===== config.mk =====
export PLATFORM = sky130hd
export DESIGN_NAME = crc_lfsr_core
export DESIGN_NICKNAME = d
export VERILOG_FILES = /design/src/rtl/crc_pkg.sv /design/src/rtl/crc_lfsr_core.sv
export SDC_FILE = /design/constraint.sdc
export NUM_CORES = 1
export LEC_CHECK = 0
export CAP_MARGIN = 5
export CORE_UTILIZATION = 25
export CTS_CLUSTER_DIAMETER = 30
export DETAILED_ROUTE_END_ITERATION = 8
export PLACE_DENSITY = 0.43
export SYNTH_ARGS = -nofsm -noshare
export SYNTH_HDL_FRONTEND = slang
export SYNTH_SLANG_ARGS = --single-unit

===== constraint.sdc =====
create_clock -name clk_i -period 1.23 [get_ports clk_i]
set_input_delay 0.1845 -clock clk_i [delete_from_list [all_inputs] [get_ports clk_i]]
set_output_delay 0.1845 -clock clk_i [all_outputs]
set_load 0.005 [all_outputs]

===== src/rtl/crc_pkg.sv =====
// Shared constants, FSM state type and LFSR step function
// for the serial CRC checker and its generator counterpart.
package crc_pkg;

  localparam int unsigned CRC_N     = 8;
  localparam logic [7:0]  CRC_SEED  = 8'hD8;
  localparam logic [7:0]  CRC_TAPS  = 8'h44;
  localparam int unsigned CRC_CNT_W = 8;

  typedef enum logic [1:0] {
    ST_IDLE  = 2'd0,
    ST_DATA  = 2'd1,
    ST_CHECK = 2'd2
  } state_e;

  // One data-bit step: feedback enters the MSB and is XORed
  // into every lower bit whose tap is set.
  function automatic logic [CRC_N-1:0] lfsr_next(
    input logic [CRC_N-1:0] r,
    input logic             d,
    input logic [CRC_N-1:0] taps
  );
    logic             fb;
    logic [CRC_N-1:0] m;
    fb = d ^ r[0];
    m  = {1'b0, taps[CRC_N-2:0]};
    return {fb, r[CRC_N-1:1]} ^ ({CRC_N{fb}} & m);
  endfunction

endpackage


===== src/rtl/crc_lfsr_core.sv =====
// CRC LFSR: optional SEED reload, then data update or compare-shift.
// Ports: clk_i, rst_i, load_i, upd_i, cmp_i, data_i in; bit_o = LSB under test.
module crc_lfsr_core
  import crc_pkg::*;
#(
  parameter int unsigned N    = CRC_N,
  parameter logic [N-1:0] SEED = CRC_SEED,
  parameter logic [N-1:0] TAPS = CRC_TAPS
) (
  input  logic clk_i,
  input  logic rst_i,
  input  logic load_i,
  input  logic upd_i,
  input  logic cmp_i,
  input  logic data_i,
  output logic bit_o
);

  logic [N-1:0] lfsr_q;
  logic [N-1:0] lfsr_d;
  logic [N-1:0] base;

  // load_i makes this cycle's operation act on SEED instead of
  // the stored value, so a frame start costs no extra cycle.
  assign base  = load_i ? SEED : lfsr_q;
  assign bit_o = base[0];

  always_comb begin
    lfsr_d = base;
    if (upd_i) begin
      lfsr_d = lfsr_next(base, data_i, TAPS);
    end else if (cmp_i) begin
      lfsr_d = base >> 1;
    end
  end

  always_ff @(posedge clk_i or posedge rst_i) begin
    if (rst_i) begin
      lfsr_q <= SEED;
    end else begin
      lfsr_q <= lfsr_d;
    end
  end

endmodule


# Word level (Yosys, flattened, before mapping)
# Index checks and enable logic that the tools add are counted.
classes:
  n_addsub: 0
  n_mul: 0
  div_mod_pow: 0
  n_lt_le_gt_ge: 0
  eq_ne: 0
  n_shift: 0
  n_mux: 3
  bitwise: 2
  reduce_logical: 0
ops:
  columns: ["op", "count"]
  rows:
  - ["$mux 8", 3]
  - ["$xor 8x7->8", 1]
  - ["$xor 1x1->1", 1]
totals:
  reg_bits: 8
  latch_bits: 0
  mem_bits_rw: 0
  rom_bits: 0
  word_cells: 6
  mem_count: 0

# Logic depth before layout (Yosys ltp)
logic_depth:
  ltp_word: 4
  mapped_depth: 4
  depth_no_buf: 3

# Least setup slack after synthesis
# Ideal clock, no wire load.
synth_path:
  kind: "register -> register"
  from: "register lfsr_q[0]"
  to: "register lfsr_q[6]"
  setup_ns: 0.094
  arrival_ns: 0.958
  t_required_ns: 1.136
  slack_ns: 0.178
  path_stages_with_launch: 4
  path_buffers: 0
  period_less_slack_ns: 1.052
  cell_sequence: "dfrtp_1 > nor2b_1 > o21a_1 > o311ai_2"
synth_between:
  elab_chain_len: 4
synth_rtl:
  columns: ["element", "line", "rtl"]
  rows:
  - ["from (decl)", "crc_lfsr_core.sv:19", "logic [N-1:0] lfsr_q;"]
  - ["from (signal assigned)", "crc_lfsr_core.sv:41", "lfsr_q <= lfsr_d;"]
  - ["$mux 8", "crc_lfsr_core.sv:25", "assign base = load_i ? SEED : lfsr_q;"]
  - ["net bit_o", "crc_lfsr_core.sv:16", "output logic bit_o"]
  - ["$xor 1x1->1", "crc_pkg.sv:25", "fb = d ^ r[0];"]
  - ["$xor 8x7->8", "crc_pkg.sv:27", "return {fb, r[CRC_N-1:1]} ^ ({CRC_N{fb}} & m);"]
  - ["$mux 8", "crc_lfsr_core.sv:30", "if (upd_i) begin"]
  - ["net lfsr_d[6]", "crc_lfsr_core.sv:20", "logic [N-1:0] lfsr_d;"]
# The timed path passes the listed nets, and every way through them passes these cells.

# Worst setup path in the final report
layout_path:
  from: "input load_i"
  to: "register lfsr_q[6]"
layout_between:
  elab_chain_len: 4
  word_cells_on_any_way: 5
  classes_between: "mux: 3; bitwise: 2"
layout_rtl:
  columns: ["element", "line", "rtl"]
  rows:
  - ["from (decl)", "crc_lfsr_core.sv:12", "input logic load_i,"]
  - ["$mux 8 *", "crc_lfsr_core.sv:25", null]
  - ["$xor 1x1->1", "crc_pkg.sv:25", null]
  - ["$xor 8x7->8", "crc_pkg.sv:27", null]
  - ["$mux 8 *", "crc_lfsr_core.sv:30", null]
  - ["net lfsr_d[6]", "crc_lfsr_core.sv:20", null]
# The timed path passes the listed nets; every way through them passes the cells marked *.

==> out/results.txt <==
The run finished with clean final reports. The logs give 1.57 mm for the wire length of the first global-routing pass and 1510 µm² for the placeable core region. In this run the tightest slew margin relative to its limit is 79.4%. Setup violations remaining at the end of the flow were counted as 0.

The number of hold buffers added after CTS was 0. The run gives 0 as the number of max-capacitance violations reported. Buffers inserted during clock tree synthesis total 3.

Entering global routing, the biggest net connects 12 pins. The synthesized area per cell came out at 9.92 µm². In this run the remaining antenna-violating nets after routing total 0. The run gives 1340 ps as the signal arrival time at the worst endpoint. Synthesis handed over a netlist of 41 instances. For the synthesized area, the log shows 407 µm². After detailed routing, the number of vias per cell comes to 4.77. The CTS sink count was 8; the post-layout net count was 68. Clock-pin slew was measured on the worst setup and hold paths at 60 ps. The logs give 72 for the instance count after placement with tap cells included and 77 for the final instance count without filler cells. The repair_antennas step left the layout with diodes totalling 0. The leakage power is 0.272 nW.

Global routing used 12.2% of the available tracks. On the worst path, the slowest cell contributes a delay of 440 ps. The number of antenna violations at the first check in global routing was 0.

The flip-flop count of the largest register after layout works out to 8. Total area of multi-input combinational cells: 209 µm². The number of nets in the synthesized netlist is 47. During synthesis, Yosys emitted a total of 0 warnings. Routability-driven placement finished with a final weighted congestion of 0.767. The tools report the number of hold violations in the final report as 0.

TritonCTS built the clock tree. For this run the aggregate overflow at the end of global routing stands at 0. In this run the cell area measured after placement is 558 µm².

At the pin with the least slew margin, the transition time is 309 ps. The cell area after layout was 613 µm². After detailed routing, the total wire length is 897 µm. The root buffer cell was sky130_fd_sc_hd__clkbuf_4. The logs give 0 for the remaining routing DRC violations and 27.0% for the initial cell density of the core.

The logs give 0 for the total count of max-transition violations in the final report and 151 for the layout filler cell count. The tools report the area occupied by registers as 205 µm². Adding up every negative setup slack in the final design gives 0 ps. The HPWL after detailed placement is 668 µm. The setup path with the least slack is of type primary input to register. Counting flops and latches in the post-synthesis netlist gives 8.

In this run, distinct cell masters in the synthesized netlist total 23. For the smallest hold slack, the log shows 173 ps. For this run, the register share of the synthesized area comes to 50.5%. The worst setup path is launched from a primary input. Cell with the largest stage delay on the worst path: sky130_fd_sc_hd__clkdlybuf4s50_1.

The critical path contains buffers and inverters numbering 2 combined. The total power divided by cell area was 1070 nW/µm²; the vertical die dimension was 42.3 µm. The tools report the boundary pin count as 7. Static timing analysis puts the maximum clock frequency at 843 MHz. The largest driver fanout on the critical path was 3. The final critical path takes up 96.4% of the cycle. In the final layout, the registers with the most flip-flops are lfsr_q: 8 flops.

The routed layout has 367 vias. The number of DRC markers after the initial detailed-route iteration was 6; the required time at the worst-slack endpoint was 1380 ps. In this run the horizontal extent of the chip is 42.3 µm. The number of iterations in the first detailed-routing pass is 4.

The run gives 1 as the level count of the clock H-tree. The smallest clock period supported by the final layout is computed as 1190 ps. Kind of cell with the highest combined delay on the critical path: buffers and inverters. Path category of the worst min-delay check: primary input to asynchronous set/reset pin.

The initialized floorplan defines 14 standard-cell rows. IR analysis of the VDD net gives a maximum drop of 0.430 mV. The nature of the critical path endpoint was a register. The signal on the critical path passes through clkdlybuf4s50_1, buf_4, nand4bb_4, o21a_1, o311ai_2. The worst-case clock skew is 8.38 ps. In the final layout, the share of cells above drive strength 1 is 37.7%. Counting flops per register, the top entry is lfsr_q.

The source-to-sink clock delay at the later pin of the worst-skew pair is 250 ps. The die covers 1790 µm². Buffers placed on the I/O ports in this run total 6. The area added between synthesis and finish works out to 50.8%.

Deepest clock path buffer count: 2. The detail-routed net length per standard cell is 11.6 µm, and the final design utilization is 40.7%. The via count of the first global-routing pass was 383. Setup repair after global routing left no endpoint under its margin.
## stage by stage
step / total power [mW] / setup WS [ps]
3_3_place_gp: 0.436 / -245
2_1_floorplan: 0.376 / 178
5_1_grt: 0.696 / 2.09
4_1_cts: 0.663 / 5.63
6_report: 0.655 / 43.7
3_5_place_dp: 0.439 / -241
## routing by layer
layer	vias up	global-route usage, %	part of all wire (%)
li1	190	-	-
met1	170	14.7	49
met2	5	17.8	47
met3	2	3.88	3.3
met4	0	9.38	0.89
met5	-	0	0
## cells in the mapped netlist
cell type / count / area, µm²
sky130_fd_sc_hd__clkbuf_1: 1 / 3.75
sky130_fd_sc_hd__nand2b_1: 1 / 6.26
sky130_fd_sc_hd__nor2_1: 2 / 7.51
sky130_fd_sc_hd__nor2b_1: 1 / 6.26
sky130_fd_sc_hd__xor2_1: 1 / 8.76
sky130_fd_sc_hd__inv_1: 2 / 7.51
sky130_fd_sc_hd__dfrtp_1: 4 / 100
sky130_fd_sc_hd__a21oi_1: 3 / 15.0
sky130_fd_sc_hd__o21ai_0: 4 / 20.0
sky130_fd_sc_hd__o2111ai_1: 1 / 8.76
sky130_fd_sc_hd__a32oi_1: 1 / 8.76
sky130_fd_sc_hd__nor3_1: 1 / 5.00
sky130_fd_sc_hd__nand4bb_1: 1 / 11.3
sky130_fd_sc_hd__and2_1: 1 / 6.26
sky130_fd_sc_hd__o311ai_2: 1 / 16.3
sky130_fd_sc_hd__nor3b_1: 1 / 7.51
sky130_fd_sc_hd__nand2_1: 6 / 22.5
sky130_fd_sc_hd__o2bb2ai_1: 1 / 8.76
sky130_fd_sc_hd__a211o_1: 1 / 8.76
sky130_fd_sc_hd__nor2_2: 1 / 6.26
sky130_fd_sc_hd__dfstp_2: 4 / 105
sky130_fd_sc_hd__or2_4: 1 / 8.76
sky130_fd_sc_hd__o21a_1: 1 / 7.51
## final cells by class
| cell class | instances | share of cell area (%) |
|---|---|---|
| multi-input combinational | 30 | 34.1 |
| inverter | 2 | 1.22 |
| tap | 16 | 3.27 |
| sequential | 8 | 33.5 |
| timing repair buffer | 17 | 23.7 |
| clock buffer | 4 | 4.29 |
## cells by family (layout without fill, tap and decap cells)
group                     after synthesis  in the layout  share of synthesized area, %
and+or+nand+nor                        16             16                          21.5
AOI/OAI and AO/OA                      13             13                          23.1
xor gates and xnor gates                1              1                          2.15
buffers and inverters                   3             23                          2.77
DFF                                     8              8                          50.5
## final timing paths
kind | from | to | slack [ps] | cells after the start
min in group clk_i | upd_i | lfsr_q[6] | 510 | 4
worst min-delay path | rst_i | lfsr_q[1] | 170 | 2
worst max register to register | lfsr_q[0] | lfsr_q[6] | 50 | 4
worst min register to register | lfsr_q[5] | lfsr_q[4] | 520 | 2
worst max-delay path | load_i | lfsr_q[6] | 40 | 5
max in group asynchronous | rst_i | lfsr_q[6] | 760 | 2
## cells in the final DEF (no fill, tap or decap), types with 2 or more instances in the layout
cell type,count
sky130_fd_sc_hd__nor2_1,2
sky130_fd_sc_hd__a21oi_1,3
sky130_fd_sc_hd__clkbuf_4,3
sky130_fd_sc_hd__clkdlybuf4s50_1,4
sky130_fd_sc_hd__dfrtp_1,4
sky130_fd_sc_hd__dfstp_2,4
sky130_fd_sc_hd__o21ai_0,4
sky130_fd_sc_hd__buf_4,11
sky130_fd_sc_hd__inv_1,2
sky130_fd_sc_hd__nand2_1,6
## report_power, final
part	internal (mW)	switching, mW
Sequential	0.300	0.0147
Clock	0.124	0.0887
Combinational	0.0715	0.0564
Total	0.496	0.160
## what timing repair did
action | in CTS | in global routing
pin swaps | 0 | 1
resized for setup | 3 | 2
setup endpoints to repair | 1 | 2
setup buffers | 0 | 1
Power figures use the tool's default switching activity.
==> patch 1 (config.mk and constraints unchanged) <==
Add an input register stage for `load_i`, `upd_i`, `cmp_i` and `data_i`, with the module's reset; this delays them by one clock. Comments in the files are not updated.
--- a/src/rtl/crc_lfsr_core.sv
+++ b/src/rtl/crc_lfsr_core.sv
@@ -17,4 +17,23 @@
 );
 
+  logic load_q;
+  logic upd_q;
+  logic cmp_q;
+  logic data_q;
+
+  always_ff @(posedge clk_i or posedge rst_i) begin
+    if (rst_i) begin
+      load_q <= '0;
+      upd_q  <= '0;
+      cmp_q  <= '0;
+      data_q <= '0;
+    end else begin
+      load_q <= load_i;
+      upd_q  <= upd_i;
+      cmp_q  <= cmp_i;
+      data_q <= data_i;
+    end
+  end
+
   logic [N-1:0] lfsr_q;
   logic [N-1:0] lfsr_d;
@@ -23,12 +42,12 @@
   // load_i makes this cycle's operation act on SEED instead of
   // the stored value, so a frame start costs no extra cycle.
-  assign base  = load_i ? SEED : lfsr_q;
+  assign base  = load_q ? SEED : lfsr_q;
   assign bit_o = base[0];
 
   always_comb begin
     lfsr_d = base;
-    if (upd_i) begin
-      lfsr_d = lfsr_next(base, data_i, TAPS);
-    end else if (cmp_i) begin
+    if (upd_q) begin
+      lfsr_d = lfsr_next(base, data_q, TAPS);
+    end else if (cmp_q) begin
       lfsr_d = base >> 1;
     end
Formal check against the unedited RTL: not equivalent (Yosys sat finds a counterexample within 4 cycles, from zero or initial values and one cycle with rst_i high).
==> patch 1 against the original RTL <==
  * Synthesized area is 25% higher
  * Wire length grew 16%
  * Critical endpoint is now lfsr_q[2]
  * Final area rose by 18%
  * First-iteration DRC count decreased by 50%
  * Sequential cell count rose by 4
  * Via count grew 7.1%
  * Worst setup slack got worse by 0.057 ns
  * The flow now finishes with violations (setup timing)
  * Total power up 37%
  * Clock power increased by 47%
==> patch 1: results (changes against the original RTL) <==
[route]
vias = 393  ; +7.1%
drt_first_iter_violations = 3  ; -3
vias_per_cell = 4.42  ; -7.4%
route.layer.met1.wl_um = 483  ; +11%
drt_first_pass_iters = 2  ; -2
route.met2.wl_um = 494  ; +17%
wl_per_cell_um = 11.7  ; +0.21%
met3WireLength_um = 35  ; +17%

[critical_path]
reg2reg_depth = 5  ; +1
slowest_delay_ns = 0.42  ; -0.02 ns
critical_path_arrival_ns = 1.41  ; +0.07 ns
timing.rr.start = load_q
cp_slowest_cell = dfrtp_1
critPathMaxFanout = 2  ; -1
reg2reg_to = lfsr_q[2]

[global_routing]
global_route.usage.met3 = 0.0346  ; -0.00418
grt_pass1_wl_um = 1750  ; +12%
grt_use_total = 0.121  ; -0.000664
met1_usage = 0.146  ; -0.000806
grt_use_met2 = 0.194  ; +0.0160
grt_pass1_vias = 400  ; +4.4%
grt_max_degree = 13  ; +1

[finish]
drive_above_1_share = 0.391  ; +0.0136
fin_nets = 71  ; +4.4%

[yosys]
synthCells = 45  ; +9.8%
ys_warn_count = 0  ; unchanged
syn_nets = 51  ; +8.5%
synth_commonest_cells = dfrtp_1, nand2_1, dfstp_2, o21ai_0, a21oi_1
synth_xor_area_frac = 0.0173  ; -0.00425
yosysSeqAreaShare = 0.602  ; +0.0979
synth_compound_area_frac = 0.185  ; -0.0456
netlist_top_cells_area = dfrtp_1, dfstp_2, nand2_1

[placement]
dpl_cell_area_um2 = 654  ; +17%
gp_congestion = 0.676  ; -12%
dp.cells = 83  ; +15%
dp_slack_ns = 0.0303  ; +0.271 ns
post-dp-hpwl_um = 751  ; +12%

[clock_network]
postCtsSetupBuffers = 3  ; +3
clock_latency_ns = 0.27  ; +0.02 ns
clk_pin_slew_ns = 0.08  ; +0.02 ns
cts_resized = 5  ; +2
htreeDepth = 1  ; unchanged

[timing]
whs_ns = 0.185  ; +0.0113 ns
worst_pin_slew_ns = 0.255  ; -0.0546 ns
worst_slack_ns = -0.0133  ; -0.0571 ns
skew_ns = 0.00306  ; -0.00531 ns
drv_slew = 0  ; unchanged
final.setup.tns_ns = -0.0133  ; -0.0133 ns
setup_viol = 1  ; +1

[power]
p_leak_uw = 0.000311  ; +14%
internal-power_uw = 688  ; +39%
switching_share = 0.235  ; -0.00921
ir_drop_v = 0.000508  ; +18%
sequentialPowerShare = 0.511  ; +0.031

[run_status]
status = finished, violations left
violations = setup timing

==> patch 1: cell type report <==
cell class                      instances  area (um2)
Tap cell                               25        31.3
Clock buffer                            4        36.3
Inverter                                2        7.51
Timing Repair Buffer                   16         134
Fill cell                             183        1100
Multi-Input combinational cell         30         210
Sequential cell                        12         305
==> patch 1: worst max-delay path by stage <==
stage	start	end	slack (ns)	cells after the start
2_1_floorplan	upd_q	lfsr_q[3]	0.1	3
3_3_place_gp	load_q	bit_o	0.04	2
3_5_place_dp	load_q	lfsr_q[6]	0.03	4
4_1_cts	load_q	lfsr_q[6]	-0.05	4
5_1_grt	load_q	lfsr_q[2]	-0.07	5
6_report	load_q	lfsr_q[2]	-0.01	5
==> patch 1: worst max-delay path, delay by kind of cell (launching register included) <==
kind            cells  cell delay [ns]
flops               1             0.42
buf+inv             2             0.28
compound gates      2             0.27
simple gates        1             0.18
==> patch 2 (same settings) <==
Made on the original files. The package constant `CRC_N` goes from 8 to 16.
--- a/src/rtl/crc_pkg.sv
+++ b/src/rtl/crc_pkg.sv
@@ -3,5 +3,5 @@
 package crc_pkg;
 
-  localparam int unsigned CRC_N     = 8;
+  localparam int unsigned CRC_N     = 16;
   localparam logic [7:0]  CRC_SEED  = 8'hD8;
   localparam logic [7:0]  CRC_TAPS  = 8'h44;
Function: changed (a bounded check fails within 10 cycles, from zero or initial values and one cycle with rst_i high).
==> patch 2 against the original RTL <==
  * Sequential cell count rose by 8
  * Clock power rose by 59%
  * Fmax rose by 2.6%
  * Sequential share of layout area grew 8.9 points
  * Critical endpoint unchanged
  * Wire length is 77% higher
  * Worst setup slack improved by 0.030 ns
  * Via count increased by 67%
  * Total power grew 64%
  * Final cell count up 70%
  * Clock skew down 0.0066 ns
  * Final area increased by 56%
  * First-iteration DRC count rose to 2.5 times the old value
  * Synthesized area increased by 89%
  * Global-route usage down 1.6 points
==> patch 2: results (changes against the original RTL) <==
[yosys]
synth_top_flop_cell = dfrtp_1
yosysUniqueCellTypes = 25  ; +8.7%
synth.avg_cell_area_um2 = 9.16  ; -7.6%
ys_warn_count = 0  ; unchanged
yosysSeqAreaShare = 0.527  ; +0.0222
netlist_top_cells_area = dfrtp_1, dfstp_2, nand2_1
synth_mux_area_frac = 0.0276  ; +0.0276
synth_top_area_frac = 0.390  ; +0.132
synth_commonest_cells = nand2_1, a21oi_1, dfrtp_1, dfstp_2, nand2b_1
synth_top_cell_by_area = dfrtp_1
synth_compound_area_frac = 0.141  ; -0.0893
synth_adder_area_share = 0  ; unchanged
synth_xor_area_frac = 0.0228  ; +0.00123
syn_nets = 90  ; +91%

[placement]
dpl_cell_area_um2 = 910  ; +63%
dp_slack_ns = -0.275  ; -0.0336 ns
gp_congestion = 0.704  ; -8.3%
post-dp-hpwl_um = 1090  ; +63%

[timing]
worst_pin_slew_ns = 0.235  ; -0.0742 ns
skew_ns = 0.00177  ; -0.00661 ns

[run]
maxCapViolCount = 0  ; unchanged

[critical_path]
crit_type = flop to flop
critical_path_arrival_ns = 1.37  ; +0.03 ns
cp_slowest_cell = dfrtp_1
critPathMaxFanout = 4  ; +1
slowest_delay_ns = 0.39  ; -0.05 ns
cpLargestDelayFamily = flip-flops

[global_routing]
grt_pass1_vias = 573  ; +50%
grt_max_degree = 21  ; +9
grt_pass1_wl_um = 2620  ; +67%

[clock_network]
clk_path_buf_depth = 2  ; unchanged
clock_latency_ns = 0.28  ; +0.03 ns
cts_resized = 5  ; +2
postCtsSetupBuffers = 1  ; +1
clk_pin_slew_ns = 0.09  ; +0.03 ns

[route]
routed_wl_um = 1580  ; +77%
vias = 612  ; +67%
drt_first_iter_violations = 15  ; +9

[finish]
drive_above_1_share = 0.230  ; -0.147
instances_no_fill = 131  ; +70%
reg_top3 = lfsr_q: 16 flops
fin_nets = 107  ; +57%

[power]
p_leak_uw = 0.000441  ; +62%
ir_drop_v = 0.000496  ; +15%

[run_status]
status = complete, no violations

[patch 2: metal layers]
metal  routed length [um]  vias to the layer above  track usage
met1                  760                      292        0.140
met3                   49                        2       0.0204
met2                  764                        8        0.159
met5                    0                        -            0
met4                   10                        0       0.0627
li1                     -                      310            -
[patch 2: worst paths after layout]
check	end	slack, ns	depth (start not counted)
max in group asynchronous	lfsr_q[3]	0.78	3
worst min register to register	lfsr_q[3]	0.50	2
worst min-delay path	lfsr_q[9]	0.20	3
min in group clk_i	lfsr_q[2]	0.41	4
worst max-delay path	lfsr_q[6]	0.07	4
worst max register to register	lfsr_q[6]	0.07	4
[patch 2: report_power, final]
group          switching [uW]  internal (uW)  total, uW
logic                    81.4           76.4        158
clock network             158            180        338
registers                16.5            565        582
total                     256            822       1080
[patch 2: layout make-up]
type	instances	area (um2)
clock buffers	4	36.3
inverters	2	7.51
well taps	31	38.8
multi-input cells	60	318
repair buffers	18	150
flip-flops and latches	16	405
fillers	306	1870
